## src/rtl/pipe_pkg.sv

```systemverilog
// Shared pipeline definitions: bubble instruction, stage payload
// widths and field offsets, and the elastic-stage state encoding.
package pipe_pkg;

  localparam logic [6:0]  OPCODE_NOP  = 7'b0010011;
  localparam logic [31:0] BUBBLE_INSN = {25'd0, OPCODE_NOP};

  localparam int IF_ID_W  = 64;
  localparam int ID_EX_W  = 168;
  localparam int EX_MEM_W = 112;
  localparam int MEM_WB_W = 72;

  localparam int IF_ID_PC_LSB    = 0;
  localparam int IF_ID_INSN_LSB  = 32;
  localparam int ID_EX_PC_LSB    = 0;
  localparam int ID_EX_RS1_LSB   = 32;
  localparam int ID_EX_RS2_LSB   = 64;
  localparam int ID_EX_IMM_LSB   = 96;
  localparam int ID_EX_CTRL_LSB  = 128;
  localparam int EX_MEM_ALU_LSB  = 0;
  localparam int EX_MEM_WD_LSB   = 32;
  localparam int EX_MEM_CTRL_LSB = 64;
  localparam int MEM_WB_RES_LSB  = 0;
  localparam int MEM_WB_CTRL_LSB = 32;

  typedef enum logic [1:0] {
    ST_EMPTY = 2'd0,
    ST_ONE   = 2'd1,
    ST_FULL  = 2'd2
  } stage_st_e;

  function automatic logic [1:0] st_occ(stage_st_e s);
    unique case (s)
      ST_ONE:  return 2'd1;
      ST_FULL: return 2'd2;
      default: return 2'd0;
    endcase
  endfunction

endpackage

```

## src/rtl/skid_slot.sv

```systemverilog
// One payload register with load and clear-to-bubble.
// Clear wins over load so squashes drop same-cycle writes.
module skid_slot #(
  parameter int                DATA_W = 64,
  parameter logic [DATA_W-1:0] BUBBLE = {DATA_W{1'b0}}
) (
  input  logic              clk,
  input  logic              clear,
  input  logic              load,
  input  logic [DATA_W-1:0] d,
  output logic [DATA_W-1:0] q
);

  logic [DATA_W-1:0] data_q;
  logic [DATA_W-1:0] data_d;

  always_comb begin
    data_d = data_q;
    if (clear) begin
      data_d = BUBBLE;
    end else if (load) begin
      data_d = d;
    end
  end

  always_ff @(posedge clk) begin
    data_q <= data_d;
  end

  assign q = data_q;

endmodule

```

## src/rtl/pipe_stage_reg.sv

```systemverilog
// Elastic valid/ready pipeline register, optionally with a
// two-entry skid buffer so in_ready comes straight from a flop.
module pipe_stage_reg
  import pipe_pkg::*;
#(
  parameter int                DATA_W = 64,
  parameter logic [DATA_W-1:0] BUBBLE = {DATA_W{1'b0}},
  parameter bit                SKID   = 1'b1
) (
  input  logic              clk,
  input  logic              reset,
  input  logic              flush,
  input  logic              in_valid,
  output logic              in_ready,
  input  logic [DATA_W-1:0] in_data,
  output logic              out_valid,
  input  logic              out_ready,
  output logic [DATA_W-1:0] out_data,
  output logic [1:0]        occupancy
);

  if (SKID) begin : g_skid
    stage_st_e         state_q;
    stage_st_e         state_d;
    logic              rdy_q;
    logic              rdy_d;
    logic              push;
    logic              pop;
    logic              main_ld;
    logic              main_clr;
    logic              skid_ld;
    logic              skid_clr;
    logic [DATA_W-1:0] main_din;
    logic [DATA_W-1:0] main_q;
    logic [DATA_W-1:0] skid_q;

    assign push = in_valid & rdy_q;
    assign pop  = (state_q != ST_EMPTY) & out_ready;

    always_comb begin
      state_d  = state_q;
      main_ld  = 1'b0;
      main_clr = 1'b0;
      skid_ld  = 1'b0;
      skid_clr = 1'b0;
      main_din = in_data;
      unique case (state_q)
        ST_EMPTY: begin
          if (push) begin
            state_d = ST_ONE;
            main_ld = 1'b1;
          end
        end
        ST_ONE: begin
          if (push && pop) begin
            main_ld = 1'b1;
          end else if (push) begin
            state_d = ST_FULL;
            skid_ld = 1'b1;
          end else if (pop) begin
            state_d  = ST_EMPTY;
            main_clr = 1'b1;
          end
        end
        ST_FULL: begin
          if (pop) begin
            state_d  = ST_ONE;
            main_ld  = 1'b1;
            main_din = skid_q;
            skid_clr = 1'b1;
          end
        end
        default: state_d = ST_EMPTY;
      endcase
      // squash drops any accepted payload; the pop still happened
      if (reset || flush) begin
        state_d  = ST_EMPTY;
        main_clr = 1'b1;
        skid_clr = 1'b1;
      end
      rdy_d = (state_d != ST_FULL);
    end

    always_ff @(posedge clk) begin
      if (reset) begin
        state_q <= ST_EMPTY;
        rdy_q   <= 1'b1;
      end else begin
        state_q <= state_d;
        rdy_q   <= rdy_d;
      end
    end

    skid_slot #(
      .DATA_W(DATA_W),
      .BUBBLE(BUBBLE)
    ) u_main (
      .clk  (clk),
      .clear(main_clr),
      .load (main_ld),
      .d    (main_din),
      .q    (main_q)
    );

    skid_slot #(
      .DATA_W(DATA_W),
      .BUBBLE(BUBBLE)
    ) u_skid (
      .clk  (clk),
      .clear(skid_clr),
      .load (skid_ld),
      .d    (in_data),
      .q    (skid_q)
    );

    assign in_ready  = rdy_q;
    assign out_valid = (state_q != ST_EMPTY);
    assign out_data  = main_q;
    assign occupancy = st_occ(state_q);
  end else begin : g_single
    logic              valid_q;
    logic              valid_d;
    logic              rdy;
    logic              push;
    logic              pop;
    logic              main_clr;
    logic [DATA_W-1:0] main_q;

    assign rdy  = ~valid_q | out_ready;
    assign push = in_valid & rdy;
    assign pop  = valid_q & out_ready;

    always_comb begin
      valid_d = push | (valid_q & ~out_ready);
      if (flush) begin
        valid_d = 1'b0;
      end
    end

    always_ff @(posedge clk) begin
      if (reset) begin
        valid_q <= 1'b0;
      end else begin
        valid_q <= valid_d;
      end
    end

    assign main_clr = reset | flush | (pop & ~push);

    skid_slot #(
      .DATA_W(DATA_W),
      .BUBBLE(BUBBLE)
    ) u_main (
      .clk  (clk),
      .clear(main_clr),
      .load (push),
      .d    (in_data),
      .q    (main_q)
    );

    assign in_ready  = rdy;
    assign out_valid = valid_q;
    assign out_data  = main_q;
    assign occupancy = {1'b0, valid_q};
  end

endmodule

```

## config.mk

```make
export PLATFORM = sky130hd
export DESIGN_NAME = pipe_stage_reg
export DESIGN_NICKNAME = d
export VERILOG_FILES = /design/src/rtl/pipe_pkg.sv /design/src/rtl/skid_slot.sv /design/src/rtl/pipe_stage_reg.sv
export SDC_FILE = /design/constraint.sdc
export NUM_CORES = 1
export LEC_CHECK = 0
export BUFFER_PORTS_ARGS = -buffer_cell sky130_fd_sc_hd__buf_2
export CORE_AREA = 2 2 102 104
export DETAILED_ROUTE_END_ITERATION = 10
export DIE_AREA = 0 0 104 106
export MAX_ROUTING_LAYER = met4
export PLACE_DENSITY_LB_ADDON = 0.15
export SYNTH_ARGS = -nofsm -noshare
export SYNTH_HDL_FRONTEND = slang
export SYNTH_SLANG_ARGS = --single-unit
```

## constraint.sdc

```tcl
create_clock -name clk -period 1.9 [get_ports clk]
set_input_delay 0.38 -clock clk [delete_from_list [all_inputs] [get_ports clk]]
set_output_delay 0.38 -clock clk [all_outputs]
set_load 0.005 [all_outputs]
```

# --- After elaboration in Yosys (flattened, before gate mapping) ---
# Index checks and enable logic that the tools add are counted.
op_classes:
  n_bitwise: 2
  n_mux: 22
  n_reduce_logical: 4
  n_eq_ne: 3
ops:
  columns: ["cell", "count"]
  rows:
  - ["two-way mux 64 bit", 2]
  - ["two-way mux 2 bit", 6]
  - ["two-way mux 1 bit", 11]
  - ["one-hot mux 2 bit (3 select lines)", 1]
  - ["one-hot mux 2 bit (2 select lines)", 1]
  - ["one-hot mux 1 bit (3 select lines)", 1]
  - ["AND 1 bit", 2]
  - ["== test 2 x 1 -> 1 bit, second input constant", 1]
  - ["== test 2 bit, second input constant", 1]
  - ["zero test 2 bit", 1]
  - ["inequality test 2 bit, second input constant", 1]
  - ["nonzero test 2 bit", 1]
  - ["logical AND 1 bit", 1]
  - ["logical OR 1 bit", 1]
totals:
  elab_cells: 35
  register_bits: 131
  out_inout_bits: 68
  input_bits: 69

# --- Logic depth before layout (Yosys ltp) ---
logic_depth:
  word_depth: 8
  depth_mapped: 7
  mapped_depth_nobuf: 5

# --- Cells and area by module ---
# From an unflattened synthesis, not the netlist that was laid out.
unflattened:
  cells_unflattened: 507
  hier_area_um2: 5703.0
modules_own_cells:
  columns: ["module", "n_inst", "seq_area_each_um2", "cells_per_inst", "area_per_inst_um2"]
  rows:
  - ["skid_slot", 2, 1281.2, 206, 2290.9]
  - ["pipe_stage_reg", 1, 60.1, 95, 1121.1]

# --- Worst setup path before layout ---
# OpenSTA, ideal clock, no wires.
synth_timing:
  path_type: "input port to flip-flop"
  from: "input out_ready"
  to: "register g_skid.u_main.data_q[51] (netlist: g_skid.u_main.q[51])"
  path_stages: 5
  setup_ns: 0.059
  slack_ns: 0.435
  t_required_ns: 1.841
  arrival_time_ns: 1.406
  path_buffers: 2
  cell_sequence: "buf_2 nand2b_1 nand2_1 clkbuf_1 o221a_2"
synth_between:
  elab_chain_len: 6
  word_cells_on_any_way: 11
  cone_classes: "9 x mux; 1 x bitwise; 1 x reduce/logical"
synth_lines:
  columns: ["element", "line_no", "source"]
  rows:
  - ["start, declared", "pipe_stage_reg.sv:17", "input logic out_ready,"]
  - ["AND 1 bit *", "pipe_stage_reg.sv:38", "assign pop = (state_q != ST_EMPTY) & out_ready;"]
  - ["two-way mux 1 bit", "pipe_stage_reg.sv:60, pipe_stage_reg.sv:66", null]
  - ["two-way mux 1 bit", "pipe_stage_reg.sv:57", "end else if (push) begin"]
  - ["two-way mux 1 bit", "pipe_stage_reg.sv:55", "if (push && pop) begin"]
  - ["two-way mux 1 bit", "pipe_stage_reg.sv:47", "unique case (state_q)"]
  - ["two-way mux 1 bit", "pipe_stage_reg.sv:76", "if (reset || flush) begin"]
  - ["end signal, assigned", "skid_slot.sv:27", "data_q <= data_d;"]
  - ["end, declared", "skid_slot.sv:14", "logic [DATA_W-1:0] data_q;"]
# Mark *: on every way between the ends. The rest lies on a longest branch, timed or not.
# A chain may end at the register's enable or synchronous reset.

# --- Final worst setup path ---
layout_timing:
  from: "register g_skid.state_q[0]"
  to: "output occupancy[0]"
layout_between:
  elab_chain_len: 2
  word_cells_on_any_way: 3
  cone_classes: "2 x eq/ne; 1 x mux"
layout_lines:
  columns: ["element", "line_no", "source"]
  rows:
  - ["start, declared", "pipe_stage_reg.sv:23", "stage_st_e state_q;"]
  - ["start signal, assigned", "pipe_stage_reg.sv:89", "state_q <= state_d;"]
  - ["== test 2 bit / == test 2 x 1 -> 1 bit (equally long branches)", "pipe_pkg.sv:33", "unique case (s)"]
  - ["one-hot mux 2 bit (2 select lines) *", "pipe_pkg.sv:33", null]
  - ["end, declared", "pipe_stage_reg.sv:19", "output logic [1:0] occupancy"]
# Marks and branches as above.

==> impl_results.html <==
<table>
<tr><th>Metric</th><th>Value</th></tr>
<tr><th colspan="2">Placed design</th></tr>
<tr><td>Cell area reported after detailed placement</td><td>between 5000 and 6000 um2</td></tr>
<tr><td>Count of input and output buffers</td><td>between 100 and 150</td></tr>
<tr><td>Place WS</td><td>approximately 130 ps</td></tr>
<tr><td>Placer's final routability congestion estimate</td><td>roughly 0.76</td></tr>
<tr><td>Post-DP HPWL</td><td>7.73 mm</td></tr>
<tr><th colspan="2">Die</th></tr>
<tr><td>Starting utilization of the core area</td><td>0.503</td></tr>
<tr><td>Cell Rows</td><td>37</td></tr>
<tr><td>Horiz. Die Dim</td><td>104 um</td></tr>
<tr><td>Floorplan die height</td><td>about 110 um</td></tr>
<tr><td>Area of the die</td><td>roughly 11000 um2</td></tr>
<tr><td>Io pins</td><td>approximately 140</td></tr>
<tr><td>Core area</td><td>roughly 10000 um2</td></tr>
<tr><th colspan="2">Setup path</th></tr>
<tr><td>Worst setup EP type</td><td>output port</td></tr>
<tr><td>Worst-path maximum fanout</td><td>5</td></tr>
<tr><td>Critical path's slowest cell</td><td>dfxtp_1</td></tr>
<tr><td>Worst Path Required</td><td>1520 ps</td></tr>
<tr><td>Worst path max stage delay</td><td>between 300 and 400 ps</td></tr>
<tr><td>Sum of buffers and inverters on the critical path</td><td>1</td></tr>
<tr><td>Start-to-end type of the worst setup path</td><td>flop to output port</td></tr>
<tr><td>Element type at the critical path start</td><td>flop</td></tr>
<tr><td>Data arrival time at the worst-slack endpoint</td><td>roughly 1400 ps</td></tr>
<tr><td>Family of cells with the greatest summed delay on the critical path</td><td>flip-flops</td></tr>
<tr><td>Critical-path cell list</td><td>nor2b_1, buf_2</td></tr>
<tr><th colspan="2">CTS</th></tr>
<tr><td>Inserted Clock Buffers</td><td>17</td></tr>
<tr><td>Number of clock sinks seen by CTS</td><td>131</td></tr>
<tr><td>Total of hold buffers inserted after clock tree synthesis</td><td>0</td></tr>
<tr><td>Cts repair resizes</td><td>0</td></tr>
<tr><td>Clock slew at the register clock pins of the worst setup and hold paths</td><td>around 60 ps</td></tr>
<tr><td>Clock tree from TritonCTS</td><td>done</td></tr>
<tr><td>H-tree levels</td><td>4</td></tr>
<tr><td>CTS Root Cell</td><td>clkbuf_8</td></tr>
<tr><td>Later-pin clock latency in the skew report</td><td>approximately 500 ps</td></tr>
<tr><td>Post-CTS setup-driven buffer insertion count</td><td>0</td></tr>
<tr><td>Maximum buffer depth of the clock tree</td><td>2</td></tr>
<tr><th colspan="2">STA</th></tr>
<tr><td>Clock tree skew after final layout</td><td>~10 ps</td></tr>
<tr><td>Worst-Margin Slew</td><td>between 500 and 600 ps</td></tr>
<tr><td>Final hold viol count</td><td>0</td></tr>
<tr><td>Fin crit period</td><td>1750 ps</td></tr>
<tr><td>Post-route setup slack</td><td>148 ps</td></tr>
<tr><td>Number of max-slew violations in the final report</td><td>0</td></tr>
<tr><td>Relative slew slack</td><td>0.637</td></tr>
<tr><td>Maximum operating frequency</td><td>0.571 GHz</td></tr>
<tr><td>Final cycle utilization of the critical path</td><td>0.922</td></tr>
<tr><td>Total negative slack</td><td>0 ps</td></tr>
<tr><td>RSZ-0062 raised after global routing</td><td>false</td></tr>
<tr><td>Setup violation total in the final timing report</td><td>0</td></tr>
<tr><th colspan="2">Finish</th></tr>
<tr><td># fillers</td><td>~850</td></tr>
<tr><td>Register Area</td><td>approximately 2600 um2</td></tr>
<tr><td>Total inserted antenna cells</td><td>0</td></tr>
<tr><td>Final design area excluding fillers</td><td>roughly 6500 um2</td></tr>
<tr><td>Nets@finish</td><td>713</td></tr>
<tr><td>Fraction of final layout cells with drive strength greater than 1</td><td>0.372</td></tr>
<tr><td>Layout overhead on the synthesized area</td><td>29.1%</td></tr>
<tr><td>Total area of multi-input combinational cells</td><td>about 2200 um2</td></tr>
<tr><th colspan="2">Pwr</th></tr>
<tr><td>Proportion of power drawn by combinational gates</td><td>0.076</td></tr>
<tr><td>Net switching component of the power</td><td>1.51 mW</td></tr>
<tr><td>Cell leakage power</td><td>approximately 2.7 nW</td></tr>
<tr><td>Power consumption</td><td>about 7 mW</td></tr>
<tr><td>Relative contribution of sequential cells to total power</td><td>0.407</td></tr>
<tr><td>Internal power component</td><td>5.56 mW</td></tr>
<tr><td>Pwr per Cell Area</td><td>approximately 1100 nW/um2</td></tr>
<tr><td>Worst voltage drop across the vdd grid</td><td>~630 uV</td></tr>
<tr><td>Fraction of power consumed by the clock network</td><td>0.516</td></tr>
<tr><td>Switching portion of total power</td><td>0.213</td></tr>
<tr><th colspan="2">Synth</th></tr>
<tr><td>Cell Area, Synth</td><td>between 5000 and 6000 um2</td></tr>
<tr><td>Portion of the post-synthesis area used by sequential elements</td><td>0.522</td></tr>
<tr><td>Net count after synthesis</td><td>between 500 and 600</td></tr>
<tr><td>Post-Synthesis Mean Instance Area</td><td>around 9.7 um2</td></tr>
<tr><td>Most area-hungry cell type in the Yosys netlist</td><td>dfxtp_1</td></tr>
<tr><td>Cell types with the highest counts after synthesis</td><td>131 x dfxtp_1, 131 x nand2_1, 65 x o21a_1</td></tr>
<tr><td>Proportion of register bits with asynchronous set or reset after synthesis</td><td>0</td></tr>
<tr><td>Area fraction of the dominant cell type after synthesis</td><td>0.522</td></tr>
<tr><td>Number of flops mapped to enable cells by yosys</td><td>0</td></tr>
<tr><td>Post-synth top flop</td><td>dfxtp_1</td></tr>
<tr><td>Synth top area cells</td><td>dfxtp_1 52%, o221a_2 12%, nand2_1 9.8%</td></tr>
<tr><td>Gate count of the mapped netlist</td><td>approximately 520</td></tr>
<tr><td>Yosys reg bits</td><td>~130</td></tr>
<tr><td>Yosys synthesis warning count</td><td>0</td></tr>
<tr><td>Synth cell types</td><td>23</td></tr>
<tr><th colspan="2">Global routing</th></tr>
<tr><td>Final global-route overflow total</td><td>0</td></tr>
<tr><td>First-pass GRT wire length</td><td>20.9 mm</td></tr>
<tr><td>All-layer global routing usage</td><td>0.243</td></tr>
<tr><td>Number of antenna violations at the first check in global routing</td><td>0</td></tr>
<tr><td>Vias in the first global route</td><td>roughly 4300</td></tr>
<tr><td>Pin count of the biggest net entering global routing</td><td>48</td></tr>
<tr><th colspan="2">Route</th></tr>
<tr><td>Wire length per cell after detailed routing</td><td>between 15 and 20 um</td></tr>
<tr><td>Detailed Route WL</td><td>around 13 mm</td></tr>
<tr><td>Pre-Repair DR Iteration Count</td><td>5</td></tr>
<tr><td>Number of vias after detailed routing</td><td>4355</td></tr>
<tr><td>Vias per Instance</td><td>about 5.5</td></tr>
<tr><td>Final routed DRC violation total</td><td>0</td></tr>
<tr><td>Post-route ant nets</td><td>0</td></tr>
<tr><td>Number of design-rule violations left by the first detailed-router iteration</td><td>between 200 and 300</td></tr>
<tr><th colspan="2">Hold path</th></tr>
<tr><td>Worst hold path class</td><td>primary input to flop</td></tr>
<tr><th colspan="2">Run</th></tr>
<tr><td>Max-capacitance violation count</td><td>0</td></tr>
<tr><th colspan="2">Status</th></tr>
<tr><td>Result of the run</td><td>finished, final reports clean</td></tr>
</table>
[flip-flops by register name, summed over array words and instances, names as in the netlist]
signal,count
g_skid.u_main.q,64
g_skid.u_skid.q,64
g_skid.state_q,2
in_ready,1
[per-stage QoR]
step / cells / utilization / hold slack [ps]
after floorplan: 519 / - / 437
after global placement: 761 / 0.582 / 441
after detailed placement: 761 / 0.582 / 447
after CTS: 792 / 0.649 / 100
after global routing: 792 / 0.649 / 91.8
final: 792 / 0.649 / 127
[tightest hold or removal path: cells and delay by family]
kind	cells	cell delay [ps]
compound gates	1	50
buf+inv	1	110
simple gates	1	50
[placed cells by master (no fill, tap or decap), types with 3 or more instances in the layout]
cell type / instances
buf_2: 136
dfxtp_1: 131
nand2_1: 129
o21a_1: 65
a21oi_1: 64
o221a_2: 53
clkbuf_16: 16
buf_4: 12
o221a_1: 11
bufinv_16: 6
buf_12: 4
clkbuf_8: 3
[worst paths after layout]
path         depth (start not counted)  slack [ps]           startpoint                   to
max                                  2         150    g_skid.state_q[0]         occupancy[0]
min                                  3         130          in_data[55]  g_skid.u_skid.q[55]
max reg2reg                          6         170    g_skid.state_q[1]   g_skid.u_skid.q[8]
min reg2reg                          2         450  g_skid.u_skid.q[36]  g_skid.u_skid.q[36]
[routing by layer]
layer  vias up  share of wire  track usage
li1       2116              -            -
met3         2          0.059       0.0705
met5         -              0            -
met1      2100           0.46        0.300
met4         0         0.0029       0.0743
met2       137           0.48        0.389
[power groups by stage]
stage	registers, mW	logic, mW	clock network (mW)
after floorplan	2.94	0.285	0
after global placement	2.94	0.532	0
after detailed placement	2.94	0.542	0
after CTS	2.88	0.544	3.70
after global routing	2.89	0.588	3.86
final	2.88	0.541	3.65
[cell families (layout without fill, tap and decap cells)]
group / Yosys count / after routing / synth area share
compound gates: 197 / 197 / 0.314
simple gates: 142 / 142 / 0.111
flops: 131 / 131 / 0.522
buf+inv: 48 / 185 / 0.0515
xor+xnor: 1 / 1 / 0.00174
[layout make-up]
type / instances / share of cell area
Sequential cell: 131 / 0.404
Multi-Input combinational cell: 340 / 0.334
Timing Repair Buffer: 152 / 0.131
Clock buffer: 19 / 0.0681
Clock inverter: 12 / 0.0349
Tap cell: 136 / 0.0262
Inverter: 2 / 0.00116
Power figures use the tool's default switching activity.
